--- config.mk ---
export PLATFORM = sky130hd
export DESIGN_NAME = jdquant_share_sched_flat
export DESIGN_NICKNAME = d
export VERILOG_FILES = /design/src/rtl/jdquant_share_pkg.sv /design/src/rtl/jdquant_share_if.sv /design/src/rtl/jdquant_share_tagq.sv /design/src/rtl/jdquant_share_sched.sv /design/src/flat_wrapper.sv
export SDC_FILE = /design/constraint.sdc
export NUM_CORES = 1
export LEC_CHECK = 0
export CAP_MARGIN = 10
export CORE_UTILIZATION = 37
export CTS_BUF_LIST = sky130_fd_sc_hd__clkbuf_8
export DETAILED_ROUTE_END_ITERATION = 6
export GPL_TIMING_DRIVEN = 0
export PLACE_DENSITY = 0.74
export SLEW_MARGIN = 20
export SYNTH_ARGS = -nofsm -noshare
export SYNTH_HDL_FRONTEND = slang
export SYNTH_HIERARCHICAL = 1
export SYNTH_SLANG_ARGS = --single-unit
--- constraint.sdc ---
create_clock -name clk -period 3.1 [get_ports clk]
set_input_delay 0.31 -clock clk [delete_from_list [all_inputs] [get_ports clk]]
set_output_delay 0.31 -clock clk [all_outputs]
set_load 0.01 [all_outputs]
--- src/rtl/jdquant_share_pkg.sv ---
// Shared types and defaults for the dequantizer page-sharing scheduler.
package jdquant_share_pkg;
    localparam int WIDTH_DEF     = 16;
    localparam int BLOCK_LEN_DEF = 64;
    localparam int TAG_DEPTH_DEF = 4;

    typedef enum logic [1:0] {
        IDLE = 2'd0,
        RUN0 = 2'd1,
        RUN1 = 2'd2
    } schedStateT;

    typedef logic tagT;
endpackage

--- src/rtl/jdquant_share_if.sv ---
// Token stream: data, end-of-stream flag, valid, and back-pressure (1 = stall).
interface jdquant_share_if #(parameter int WIDTH = 16);
    logic [WIDTH-1:0] d;
    logic             e;
    logic             v;
    logic             b;

    modport master (output d, e, v, input b);
    modport slave  (input d, e, v, output b);
endinterface

--- src/rtl/jdquant_share_tagq.sv ---
// In-order FIFO of block owner tags; push and pop may coincide.
module jdquant_share_tagq
    import jdquant_share_pkg::*;
#(
    parameter int DEPTH = TAG_DEPTH_DEF
) (
    input  logic clk,
    input  logic rst,
    input  logic push,
    input  tagT  pushTag,
    input  logic pop,
    output tagT  headTag,
    output logic full,
    output logic empty
);
    localparam int PW = (DEPTH > 1) ? $clog2(DEPTH) : 1;
    localparam int CW = $clog2(DEPTH + 1);

    tagT           mem [DEPTH];
    logic [PW-1:0] wrPtr, rdPtr;
    logic [CW-1:0] count;
    logic          doPush, doPop;

    function automatic logic [PW-1:0] nextPtr(input logic [PW-1:0] p);
        return (p == PW'(DEPTH - 1)) ? '0 : p + 1'b1;
    endfunction

    assign full    = (count == CW'(DEPTH));
    assign empty   = (count == '0);
    assign doPush  = push && !full;
    assign doPop   = pop && !empty;
    assign headTag = mem[rdPtr];

    always_ff @(posedge clk or posedge rst) begin
        if (rst) begin
            wrPtr <= '0;
            rdPtr <= '0;
            count <= '0;
        end else begin
            if (doPush) wrPtr <= nextPtr(wrPtr);
            if (doPop)  rdPtr <= nextPtr(rdPtr);
            count <= count + CW'(doPush) - CW'(doPop);
        end
    end

    always_ff @(posedge clk) begin
        if (doPush) mem[wrPtr] <= pushTag;
    end
endmodule

--- src/rtl/jdquant_share_sched.sv ---
// Block-granular round-robin sharing of one dequantizer page between two
// coefficient streams; page results are steered back by an in-order tag queue.
module jdquant_share_sched
    import jdquant_share_pkg::*;
#(
    parameter int WIDTH     = WIDTH_DEF,
    parameter int BLOCK_LEN = BLOCK_LEN_DEF,
    parameter int TAG_DEPTH = TAG_DEPTH_DEF
) (
    input  logic            clk,
    input  logic            rst,
    jdquant_share_if.slave  in0,
    jdquant_share_if.slave  in1,
    jdquant_share_if.master pgIn,
    jdquant_share_if.slave  pgOut,
    jdquant_share_if.master out0,
    jdquant_share_if.master out1,
    output logic            err
);
    localparam int CW = (BLOCK_LEN > 1) ? $clog2(BLOCK_LEN) : 1;
    localparam int PW = $clog2(TAG_DEPTH + 1);
    localparam logic [CW-1:0] LAST = CW'(BLOCK_LEN - 1);

    schedStateT            state, stateNxt;
    logic                  prefer1, prefer1Nxt;
    logic [CW-1:0]         inCnt, inCntNxt, outCnt, outCntNxt;
    logic [1:0]            done, doneSet, eosSent, eosSet;
    logic [1:0][PW-1:0]    pend;
    logic                  errIn, errOut;
    logic                  push, pop, qFull, qEmpty;
    tagT                   pushTag, headTag, runTag;
    logic [1:0]            inV, inE, inB, elig, outV, outE, outB;
    logic [1:0][WIDTH-1:0] inD, outD;

    assign inV  = {in1.v, in0.v};
    assign inE  = {in1.e, in0.e};
    assign inD  = {in1.d, in0.d};
    assign outB = {out1.b, out0.b};

    assign in0.b  = inB[0];
    assign in1.b  = inB[1];
    assign out0.v = outV[0];
    assign out0.e = outE[0];
    assign out0.d = outD[0];
    assign out1.v = outV[1];
    assign out1.e = outE[1];
    assign out1.d = outD[1];

    assign elig   = inV & ~inE & ~done;
    assign runTag = (state == RUN1);

    jdquant_share_tagq #(.DEPTH(TAG_DEPTH)) tagQ (
        .clk    (clk),
        .rst    (rst),
        .push   (push),
        .pushTag(pushTag),
        .pop    (pop),
        .headTag(headTag),
        .full   (qFull),
        .empty  (qEmpty)
    );

    // Input side: grant a whole block, then pass it through to the page.
    always_comb begin : inputSide
        stateNxt   = state;
        prefer1Nxt = prefer1;
        inCntNxt   = inCnt;
        doneSet    = '0;
        errIn      = 1'b0;
        push       = 1'b0;
        pushTag    = 1'b0;
        inB        = 2'b11;
        pgIn.d     = '0;
        pgIn.e     = 1'b0;
        pgIn.v     = 1'b0;
        if (!rst) begin
            case (state)
                IDLE: begin
                    for (int k = 0; k < 2; k++) begin
                        if (inV[k] && inE[k] && !done[k]) begin
                            inB[k]     = 1'b0;
                            doneSet[k] = 1'b1;
                        end
                    end
                    if (!qFull && elig != 2'b00) begin
                        push       = 1'b1;
                        pushTag    = (elig == 2'b11) ? prefer1 : elig[1];
                        prefer1Nxt = !pushTag;
                        stateNxt   = pushTag ? RUN1 : RUN0;
                    end
                end
                RUN0, RUN1: begin
                    pgIn.d      = inD[runTag];
                    pgIn.v      = inV[runTag] && !inE[runTag];
                    inB[runTag] = inE[runTag] ? 1'b0 : pgIn.b;
                    if (inV[runTag] && inE[runTag]) begin
                        // Truncated block: its tag stays queued, the page stream is now unusable.
                        errIn           = 1'b1;
                        doneSet[runTag] = 1'b1;
                        stateNxt        = IDLE;
                        inCntNxt        = '0;
                    end else if (inV[runTag] && !pgIn.b) begin
                        if (inCnt == LAST) begin
                            stateNxt = IDLE;
                            inCntNxt = '0;
                        end else begin
                            inCntNxt = inCnt + 1'b1;
                        end
                    end
                end
                default: stateNxt = IDLE;
            endcase
        end
    end

    // Output side: head tag owns the page output; idle done ports emit their EOS.
    always_comb begin : outputSide
        outV      = '0;
        outE      = '0;
        outD      = '0;
        pgOut.b   = 1'b1;
        pop       = 1'b0;
        outCntNxt = outCnt;
        errOut    = 1'b0;
        eosSet    = '0;
        if (!rst) begin
            if (!qEmpty) begin
                outD[headTag] = pgOut.d;
                outV[headTag] = pgOut.v && !pgOut.e;
                pgOut.b       = pgOut.e ? 1'b0 : outB[headTag];
                if (pgOut.v && pgOut.e) begin
                    errOut = 1'b1;
                end else if (pgOut.v && !outB[headTag]) begin
                    if (outCnt == LAST) begin
                        pop       = 1'b1;
                        outCntNxt = '0;
                    end else begin
                        outCntNxt = outCnt + 1'b1;
                    end
                end
            end
            for (int k = 0; k < 2; k++) begin
                if (done[k] && pend[k] == '0 && !eosSent[k] &&
                    !(!qEmpty && headTag == k[0])) begin
                    outV[k]   = 1'b1;
                    outE[k]   = 1'b1;
                    outD[k]   = '0;
                    eosSet[k] = !outB[k];
                end
            end
        end
    end

    always_ff @(posedge clk or posedge rst) begin
        if (rst) begin
            state   <= IDLE;
            prefer1 <= 1'b0;
            inCnt   <= '0;
            outCnt  <= '0;
            done    <= '0;
            eosSent <= '0;
            pend    <= '0;
            err     <= 1'b0;
        end else begin
            state   <= stateNxt;
            prefer1 <= prefer1Nxt;
            inCnt   <= inCntNxt;
            outCnt  <= outCntNxt;
            done    <= done | doneSet;
            eosSent <= eosSent | eosSet;
            err     <= err | errIn | errOut;
            for (int k = 0; k < 2; k++) begin
                if ((push && pushTag == k[0]) && !(pop && headTag == k[0]))
                    pend[k] <= pend[k] + 1'b1;
                else if (!(push && pushTag == k[0]) && (pop && headTag == k[0]))
                    pend[k] <= pend[k] - 1'b1;
            end
        end
    end
endmodule

--- src/flat_wrapper.sv ---
// flat-port wrapper written by rule: the top's interface ports become plain ports
module jdquant_share_sched_flat import jdquant_share_pkg::*;
#(
    parameter int WIDTH     = WIDTH_DEF,
    parameter int BLOCK_LEN = BLOCK_LEN_DEF,
    parameter int TAG_DEPTH = TAG_DEPTH_DEF
)
  (clk, rst, err, in0_d, in0_e, in0_v, in0_b, in1_d, in1_e, in1_v, in1_b, pgIn_d, pgIn_e, pgIn_v, pgIn_b, pgOut_d, pgOut_e, pgOut_v, pgOut_b, out0_d, out0_e, out0_v, out0_b, out1_d, out1_e, out1_v, out1_b);
  jdquant_share_if #(.WIDTH(WIDTH)) in0_i ();
  jdquant_share_if #(.WIDTH(WIDTH)) in1_i ();
  jdquant_share_if #(.WIDTH(WIDTH)) pgIn_i ();
  jdquant_share_if #(.WIDTH(WIDTH)) pgOut_i ();
  jdquant_share_if #(.WIDTH(WIDTH)) out0_i ();
  jdquant_share_if #(.WIDTH(WIDTH)) out1_i ();
  input  logic clk;
  input  logic rst;
  output logic err;
  input wire logic [$bits(in0_i.d)-1:0] in0_d;
  input wire logic [$bits(in0_i.e)-1:0] in0_e;
  input wire logic [$bits(in0_i.v)-1:0] in0_v;
  output wire logic [$bits(in0_i.b)-1:0] in0_b;
  input wire logic [$bits(in1_i.d)-1:0] in1_d;
  input wire logic [$bits(in1_i.e)-1:0] in1_e;
  input wire logic [$bits(in1_i.v)-1:0] in1_v;
  output wire logic [$bits(in1_i.b)-1:0] in1_b;
  output wire logic [$bits(pgIn_i.d)-1:0] pgIn_d;
  output wire logic [$bits(pgIn_i.e)-1:0] pgIn_e;
  output wire logic [$bits(pgIn_i.v)-1:0] pgIn_v;
  input wire logic [$bits(pgIn_i.b)-1:0] pgIn_b;
  input wire logic [$bits(pgOut_i.d)-1:0] pgOut_d;
  input wire logic [$bits(pgOut_i.e)-1:0] pgOut_e;
  input wire logic [$bits(pgOut_i.v)-1:0] pgOut_v;
  output wire logic [$bits(pgOut_i.b)-1:0] pgOut_b;
  output wire logic [$bits(out0_i.d)-1:0] out0_d;
  output wire logic [$bits(out0_i.e)-1:0] out0_e;
  output wire logic [$bits(out0_i.v)-1:0] out0_v;
  input wire logic [$bits(out0_i.b)-1:0] out0_b;
  output wire logic [$bits(out1_i.d)-1:0] out1_d;
  output wire logic [$bits(out1_i.e)-1:0] out1_e;
  output wire logic [$bits(out1_i.v)-1:0] out1_v;
  input wire logic [$bits(out1_i.b)-1:0] out1_b;
  assign in0_i.d = in0_d;
  assign in0_i.e = in0_e;
  assign in0_i.v = in0_v;
  assign in0_b = in0_i.b;
  assign in1_i.d = in1_d;
  assign in1_i.e = in1_e;
  assign in1_i.v = in1_v;
  assign in1_b = in1_i.b;
  assign pgIn_d = pgIn_i.d;
  assign pgIn_e = pgIn_i.e;
  assign pgIn_v = pgIn_i.v;
  assign pgIn_i.b = pgIn_b;
  assign pgOut_i.d = pgOut_d;
  assign pgOut_i.e = pgOut_e;
  assign pgOut_i.v = pgOut_v;
  assign pgOut_b = pgOut_i.b;
  assign out0_d = out0_i.d;
  assign out0_e = out0_i.e;
  assign out0_v = out0_i.v;
  assign out0_i.b = out0_b;
  assign out1_d = out1_i.d;
  assign out1_e = out1_i.e;
  assign out1_v = out1_i.v;
  assign out1_i.b = out1_b;
  jdquant_share_sched #(.WIDTH(WIDTH), .BLOCK_LEN(BLOCK_LEN), .TAG_DEPTH(TAG_DEPTH)) u_core (.clk(clk), .rst(rst), .in0(in0_i), .in1(in1_i), .pgIn(pgIn_i), .pgOut(pgOut_i), .out0(out0_i), .out1(out1_i), .err(err));
endmodule
=== Word level (Yosys, flattened, before mapping) ===
Memories as Yosys holds them, arrays and structs flattened.
Index checks and enable logic that the tools add are counted.

* Reductions and logical operators: 63
* Bitwise logic cells: 17
* Eq/ne operators: 11
* Divide/modulo/power cells: 0
* Shift operators: 0
* Order comparisons: 4
* Muxes and demuxes: 81
* $add $sub $neg: 10
* $mul: 0

{| class="wikitable"
|+ Operator list
! cell !! number
|-
| 16-bit two-way mux || 7
|-
| 32-bit two-way mux || 2
|-
| 1-bit two-way mux || 44
|-
| 32-bit AND || 1
|-
| 1-bit logical AND || 31
|-
| 2-bit two-way mux || 14
|-
| 6-bit two-way mux || 4
|-
| 1-bit zero test || 19
|-
| 16-bit demux with 1-bit select || 1
|-
| 6-bit by 1-bit adder with 6-bit output (second input constant) || 2
|-
| 6-bit == test (second input constant) || 2
|-
| 3-bit two-way mux || 4
|-
| 2-bit one-hot mux with 2 select lines || 3
|-
| 3-bit zero test || 3
|-
| 2-bit == test (second input constant) || 4
|-
| 4-bit AND reduction || 2
|-
| 2-bit nonzero test || 4
|-
| 3-bit by 1-bit adder with 3-bit output (second input constant) || 2
|-
| 2-bit AND || 3
|-
| 3-bit by 1-bit != test with 1-bit output (second input constant) || 2
|-
| 2-bit inverter || 3
|-
| 2-bit bitwise OR || 3
|-
| 3-bit AND reduction || 2
|-
| 3-bit by 1-bit subtractor with 3-bit output (second input constant) || 2
|-
| other kinds (13) || 22
|}

* Bits of input ports: 59
* Memory bits (writable): 4
* Bits in registers: 33
* Latch bits: 0
* ROM bits: 0
* Memories: 1

{| class="wikitable"
|+ Memories
! name !! words !! width !! rd ports !! clocked after memory_dff !! wr ports !! RTL line !! source
|-
| u_core.tagQ.mem || 4 || 1 || 1 || 0 || 1 || jdquant_share_tagq.sv:19 || <nowiki>tagT mem [DEPTH];</nowiki>
|}

=== Logic depth before layout (Yosys ltp) ===
* Word-level depth: 14
* Depth in mapped cells: 12
* Gate-level depth less buffers: 12

=== Modules after synthesis ===
The synthesis kept the hierarchy.

{| class="wikitable"
|+ By module, submodules not included
! module !! area an instance (um^2) !! times used !! seq. area each (um^2) !! cells an instance
|-
| jdquant_share_sched || 2058.2 || 1 || 650.6 || 258
|-
| jdquant_share_tagq || 614.3 || 1 || 295.3 || 45
|}

=== Worst setup path before layout ===
OpenSTA, ideal clock, no wires.

* Path type: register -> register
* Start: register u_core.tagQ.rdPtr[0]
* End: register u_core.tagQ.count[2]
* Setup slack: 40 ps
* Arrival: 2937 ps
* Setup time: 123 ps
* Cell stages (with the launch flop): 13
* Cells stage by stage: dfrtp_1 -> mux4_2 -> mux2i_1 -> nand4_1 -> nor2_1 -> nand2b_4 -> inv_1 -> ha_1 -> inv_1 -> ha_1 -> fa_1 -> xor2_1 -> xnor2_1

* Word-level cells in the longest chain between the ends: 11

{| class="wikitable"
|+ Ends and longest elaborated chain
! element !! RTL line !! source
|-
| start, declared || jdquant_share_tagq.sv:20 || <nowiki>logic [PW-1:0] wrPtr, rdPtr;</nowiki>
|-
| start signal, assigned || jdquant_share_tagq.sv:41 || <nowiki>if (doPop) rdPtr <= nextPtr(rdPtr);</nowiki>
|-
| memory read 4 x 1 bit || n/a ||
|-
| via u_core.headTag || jdquant_share_sched.sv:31 || <nowiki>tagT pushTag, headTag, runTag;</nowiki>
|-
| 1-bit two-way mux (implied by the code) (2 in series) || jdquant_share_sched.sv:133 || <nowiki>end else if (pgOut.v && !outB[headTag]) begin</nowiki>
|-
| 1-bit zero test || jdquant_share_sched.sv:133 ||
|-
| 1-bit logical AND || jdquant_share_sched.sv:133 ||
|-
| 1-bit two-way mux || jdquant_share_sched.sv:133 ||
|-
| 1-bit two-way mux || jdquant_share_sched.sv:131 || <nowiki>if (pgOut.v && pgOut.e) begin</nowiki>
|-
| 1-bit two-way mux || jdquant_share_sched.sv:127 || <nowiki>if (!qEmpty) begin</nowiki>
|-
| 1-bit two-way mux || jdquant_share_sched.sv:126 || <nowiki>if (!rst) begin</nowiki>
|-
| via u_core.pop || jdquant_share_sched.sv:30 || <nowiki>logic push, pop, qFull, qEmpty;</nowiki>
|-
| 1-bit logical AND || jdquant_share_tagq.sv:31 || <nowiki>assign doPop = pop && !empty;</nowiki>
|-
| via u_core.tagQ.doPop || jdquant_share_tagq.sv:22 || <nowiki>logic doPush, doPop;</nowiki>
|-
| 3-bit by 1-bit subtractor with 3-bit output || jdquant_share_tagq.sv:42 || <nowiki>count <= count + CW'(doPush) - CW'(doPop);</nowiki>
|-
| end signal, assigned || jdquant_share_tagq.sv:42 ||
|-
| end, declared || jdquant_share_tagq.sv:21 || <nowiki>logic [CW-1:0] count;</nowiki>
|}

The timed path passes the listed nets, and every way through them passes these cells. The select of a mux whose other input is x is not followed.
A chain may end at the register's enable or synchronous reset.

=== Worst setup path in the final report ===
* Start: register u_core.tagQ.rdPtr[0]
* End: register u_core/pend[1] in the netlist's numbering

* Word-level cells in the longest chain between the ends: 13
* Elaborated cells between the ends (all ways): 16
* Classes of those cells: mux (7); bitwise (1); reduce/logical (7); memory (1)

{| class="wikitable"
|+ Ends and longest elaborated chain
! element !! RTL line !! source
|-
| memory read 4 x 1 bit (*) || n/a ||
|-
| via u_core.headTag || jdquant_share_sched.sv:31 ||
|-
| 1-bit two-way mux (implied by the code) (2 in series) || jdquant_share_sched.sv:133 ||
|-
| 1-bit zero test || jdquant_share_sched.sv:133 ||
|-
| 1-bit logical AND || jdquant_share_sched.sv:133 ||
|-
| 1-bit two-way mux || jdquant_share_sched.sv:133 ||
|-
| 1-bit two-way mux || jdquant_share_sched.sv:131 ||
|-
| 1-bit two-way mux || jdquant_share_sched.sv:127 ||
|-
| 1-bit two-way mux || jdquant_share_sched.sv:126 ||
|-
| 1-bit logical AND (*) || jdquant_share_sched.sv:173, jdquant_share_sched.sv:175 ||
|-
| 1-bit zero test || jdquant_share_sched.sv:173 || <nowiki>if ((push && pushTag == k[0]) && !(pop && headTag == k[0]))</nowiki>
|-
| 1-bit logical AND || jdquant_share_sched.sv:173 ||
|-
| 3-bit two-way mux / 2-bit nonzero test (equally long branches) || n/a ||
|-
| end signal, assigned by index || jdquant_share_sched.sv:174 || <nowiki>pend[k] <= pend[k] + 1'b1;</nowiki>
|-
| end signal, assigned by index || jdquant_share_sched.sv:176 || <nowiki>pend[k] <= pend[k] - 1'b1;</nowiki>
|-
| end, declared || jdquant_share_sched.sv:28 || <nowiki>logic [1:0][PW-1:0] pend;</nowiki>
|}

The timed path passes the listed nets; every way through them passes the cells marked *. The select of a mux whose other input is x is not followed.

==> results.sh <==
export IMPL_ctsHoldBuffers=0
export IMPL_finalHoldViolations=0
export IMPL_end_kind="flop"
export IMPL_r2r_start="u_core/tagQ/rdPtr[0]"
export IMPL_syn_area_sq_um=2670
export IMPL_vias_per_cell=4.90
export IMPL_clock_skew_final_ps=7.95
export IMPL_grt_usage=0.188
export IMPL_grt_pass1_vias=2575
export IMPL_crit_path_start_kind="flop"
export IMPL_num_rows=30
export IMPL_clk_pin_slew_ps=70
export IMPL_crit_type="flop to flop"
export IMPL_drive_gt1_frac=0.102
export IMPL_core_area_sq_um=6870
export IMPL_arrival_ps=3200
export IMPL_slew_headroom=0.564
export IMPL_min_period_ps=3020
export IMPL_tightest_slew_ps=654
export IMPL_synth_fp_nets=380
export IMPL_cp_max_fo=6
export IMPL_grt_ovfl_total=0
export IMPL_grt_start_max_net_pins=20
export IMPL_powerDensity_nw_per_um2=499
export IMPL_cts_buffer_depth=2
export IMPL_drt_pass1_iterations=4
export IMPL_start_util=0.389
export IMPL_post_route_period_util=0.975
export IMPL_io_pins=117
export IMPL_num_vias=2592
export IMPL_avgSynthCellArea_sq_um=8.82
export IMPL_die_area_sq_um=7570
export IMPL_grt_pass1_wl_um=11200
export IMPL_chipWidth_um=87.0
export IMPL_cts_root_buf="clkbuf_8"
export IMPL_antenna_cells=0
export IMPL_ys_ff_latch=37
export IMPL_cts_sinks=37
export IMPL_fill_cells=619
export IMPL_dp_hpwl_um=5380
export IMPL_critPathLaunch="u_core/tagQ/rdPtr[0]"
export IMPL_status="finished clean"
export IMPL_htree_levels=2
export IMPL_place_gp_congestion=0.827
export IMPL_irDropWorstVdd_v=0.000193
export IMPL_setup_viol=0
export IMPL_antenna_found_initial=0
export IMPL_dpl_cell_area_sq_um=3970
export IMPL_layout_common_cells="clkdlybuf4s50_1, nor2_1, dfrtp_1"
export IMPL_drtIter0Drc=107
export IMPL_totalWireLength_um=6750
export IMPL_ff2ff_setup_slack_ps=80
export IMPL_final_util=0.605
export IMPL_fin_nets=509
export IMPL_area_growth_syn_to_layout_pct=55.5
export IMPL_multiInputGateArea_sq_um=1630
export IMPL_ys_types=50
export IMPL_rsz0062_at_grt="true"
export IMPL_power_mw=2.07
export IMPL_hp_class="input pin to asynchronous set/reset pin"
export IMPL_leakagePower_nw=1.73
export IMPL_portBuffers=115
export IMPL_avgRoutedWirePerCell_um=12.8
export IMPL_ant_nets=0
export IMPL_fp_dieH_um=87.0
export IMPL_cts_tree="done"
export IMPL_clkLatencyLatePin_ps=290
export IMPL_synthCells=303
export IMPL_slew_viol_final=0
export IMPL_drv_cap=0
export IMPL_layout_commonest_cell="clkdlybuf4s50_1"
export IMPL_stdcell_area_sq_um=4160
export IMPL_ys_seq_area_frac=0.354
export IMPL_fmax_ghz=0.331
export IMPL_numCtsBuffers=5
export IMPL_remaining_drc_errors=0
export IMPL_yosys_warnings=6
export IMPL_cp_required_ps=3270
export IMPL_regArea_sq_um=946
-- metal layers --
layer  share of wire  vias up  track usage
met4           0.015        0       0.0530
met2            0.49      120        0.351
li1                -     1284            -
met1            0.40     1181        0.204
met3           0.097        7       0.0559
met5               0        -            0
-- report_power, final --
part | leakage, nW | total [mW] | switching, mW | internal (mW)
Combinational | 1.23 | 0.940 | 0.439 | 0.500
Clock | 0.0486 | 0.344 | 0.167 | 0.177
Sequential | 0.447 | 0.789 | 0.152 | 0.637
Total | 1.73 | 2.07 | 0.758 | 1.31
-- flip-flops by register name, indices dropped and copies added (netlist names), 2 cells and up --
| name | count |
|---|---|
| u_core/pend | 6 |
| u_core/inCnt | 6 |
| u_core/done | 2 |
| u_core/eosSent | 2 |
| u_core/outCnt | 6 |
| u_core/tagQ/mem | 4 |
| u_core/state | 2 |
| u_core/tagQ/wrPtr | 2 |
| u_core/tagQ/rdPtr | 2 |
| u_core/tagQ/count | 3 |
-- synth_stat cells, drive strengths merged --
cell	instances	share of area
a211o	1	0.0033
a211oi	2	0.0075
a21oi	4	0.0075
a311o	2	0.0075
a31oi	3	0.0070
a41o	1	0.0037
and2	7	0.018
and3	4	0.0094
and4b	1	0.0037
buf	3	0.0070
clkbuf	9	0.013
clkinv	1	0.0014
conb	1	0.0014
dfrtp	33	0.31
edfxtp	4	0.045
fa	3	0.022
ha	15	0.070
inv	20	0.028
mux2	9	0.041
mux2i	20	0.075
mux4	1	0.0084
nand2	27	0.038
nand2b	6	0.017
nand3	11	0.021
nand4	4	0.0094
nor2	64	0.090
nor2b	4	0.012
nor3	1	0.0037
nor3b	3	0.013
nor4b	2	0.0066
o2111ai	1	0.0033
o21ai	9	0.017
o21bai	2	0.0056
o22ai	2	0.0047
o311a	1	0.0037
o31ai	2	0.0056
or2	1	0.0023
or3	3	0.0070
or4	2	0.0056
or4b	1	0.0037
xnor2	5	0.016
xor2	8	0.026
-- cells by family after synthesis --
logic type,count (synthesis),share of synthesized area
AO/OA/AOI/OAI,30,0.0763
XOR/XNOR,13,0.0426
adder cells (fa/ha/maj),18,0.0927
buffers and inverters,33,0.0492
flip-flops,37,0.354
multiplexers,30,0.124
other,1,0.00140
AND/OR/NAND/NOR,141,0.260
-- critical path, stage by stage (launching register included) --
cell and delay (ps):
dfrtp_1 400, mux4_2 600, mux2i_4 260, nand4_1 240, or3_1 430, ha_1 220
inv_1 80, fa_1 410, mux2_2 270
-- final timing paths --
path                                   endpoint  cells past startpoint
setup / recovery                 u_core/pend[1]                      8
hold / removal             u_core/tagQ/count[1]                      2
setup reg to reg                 u_core/pend[1]                      8
hold reg to reg                  u_core/pend[5]                      1
max in group asynchronous       u_core/state[0]                      5
min in group clk                 u_core/pend[5]                      1
-- timing repair --
item | 4_1_cts | 5_1_grt
pin swaps | 3 | 2
gates resized for setup | 7 | 8
endpoints found under the setup margin | 33 | 33
buffers inserted | 5 | 2
-- stage by stage --
stage	TNS (ps)	hold WS (ps)	instances	worst slack, ps
3_5_place_dp	-3970	458	515	-471
5_1_grt	-59.8	283	529	-54.4
6_report	0	269	529	78.1
3_3_place_gp	-13090	456	514	-759
2_1_floorplan	0	113	303	40.2
4_1_cts	0	266	528	2.70
-- final cells by class --
class,count,area share
clock inverters,2,0.00271
multi-input cells,233,0.392
flip-flops and latches,37,0.228
inverters,21,0.0190
clock buffers,6,0.0199
plain buffers,11,0.0139
well taps,96,0.0289
repair buffers,123,0.296
No activity file was read; power rests on OpenSTA's default activity.
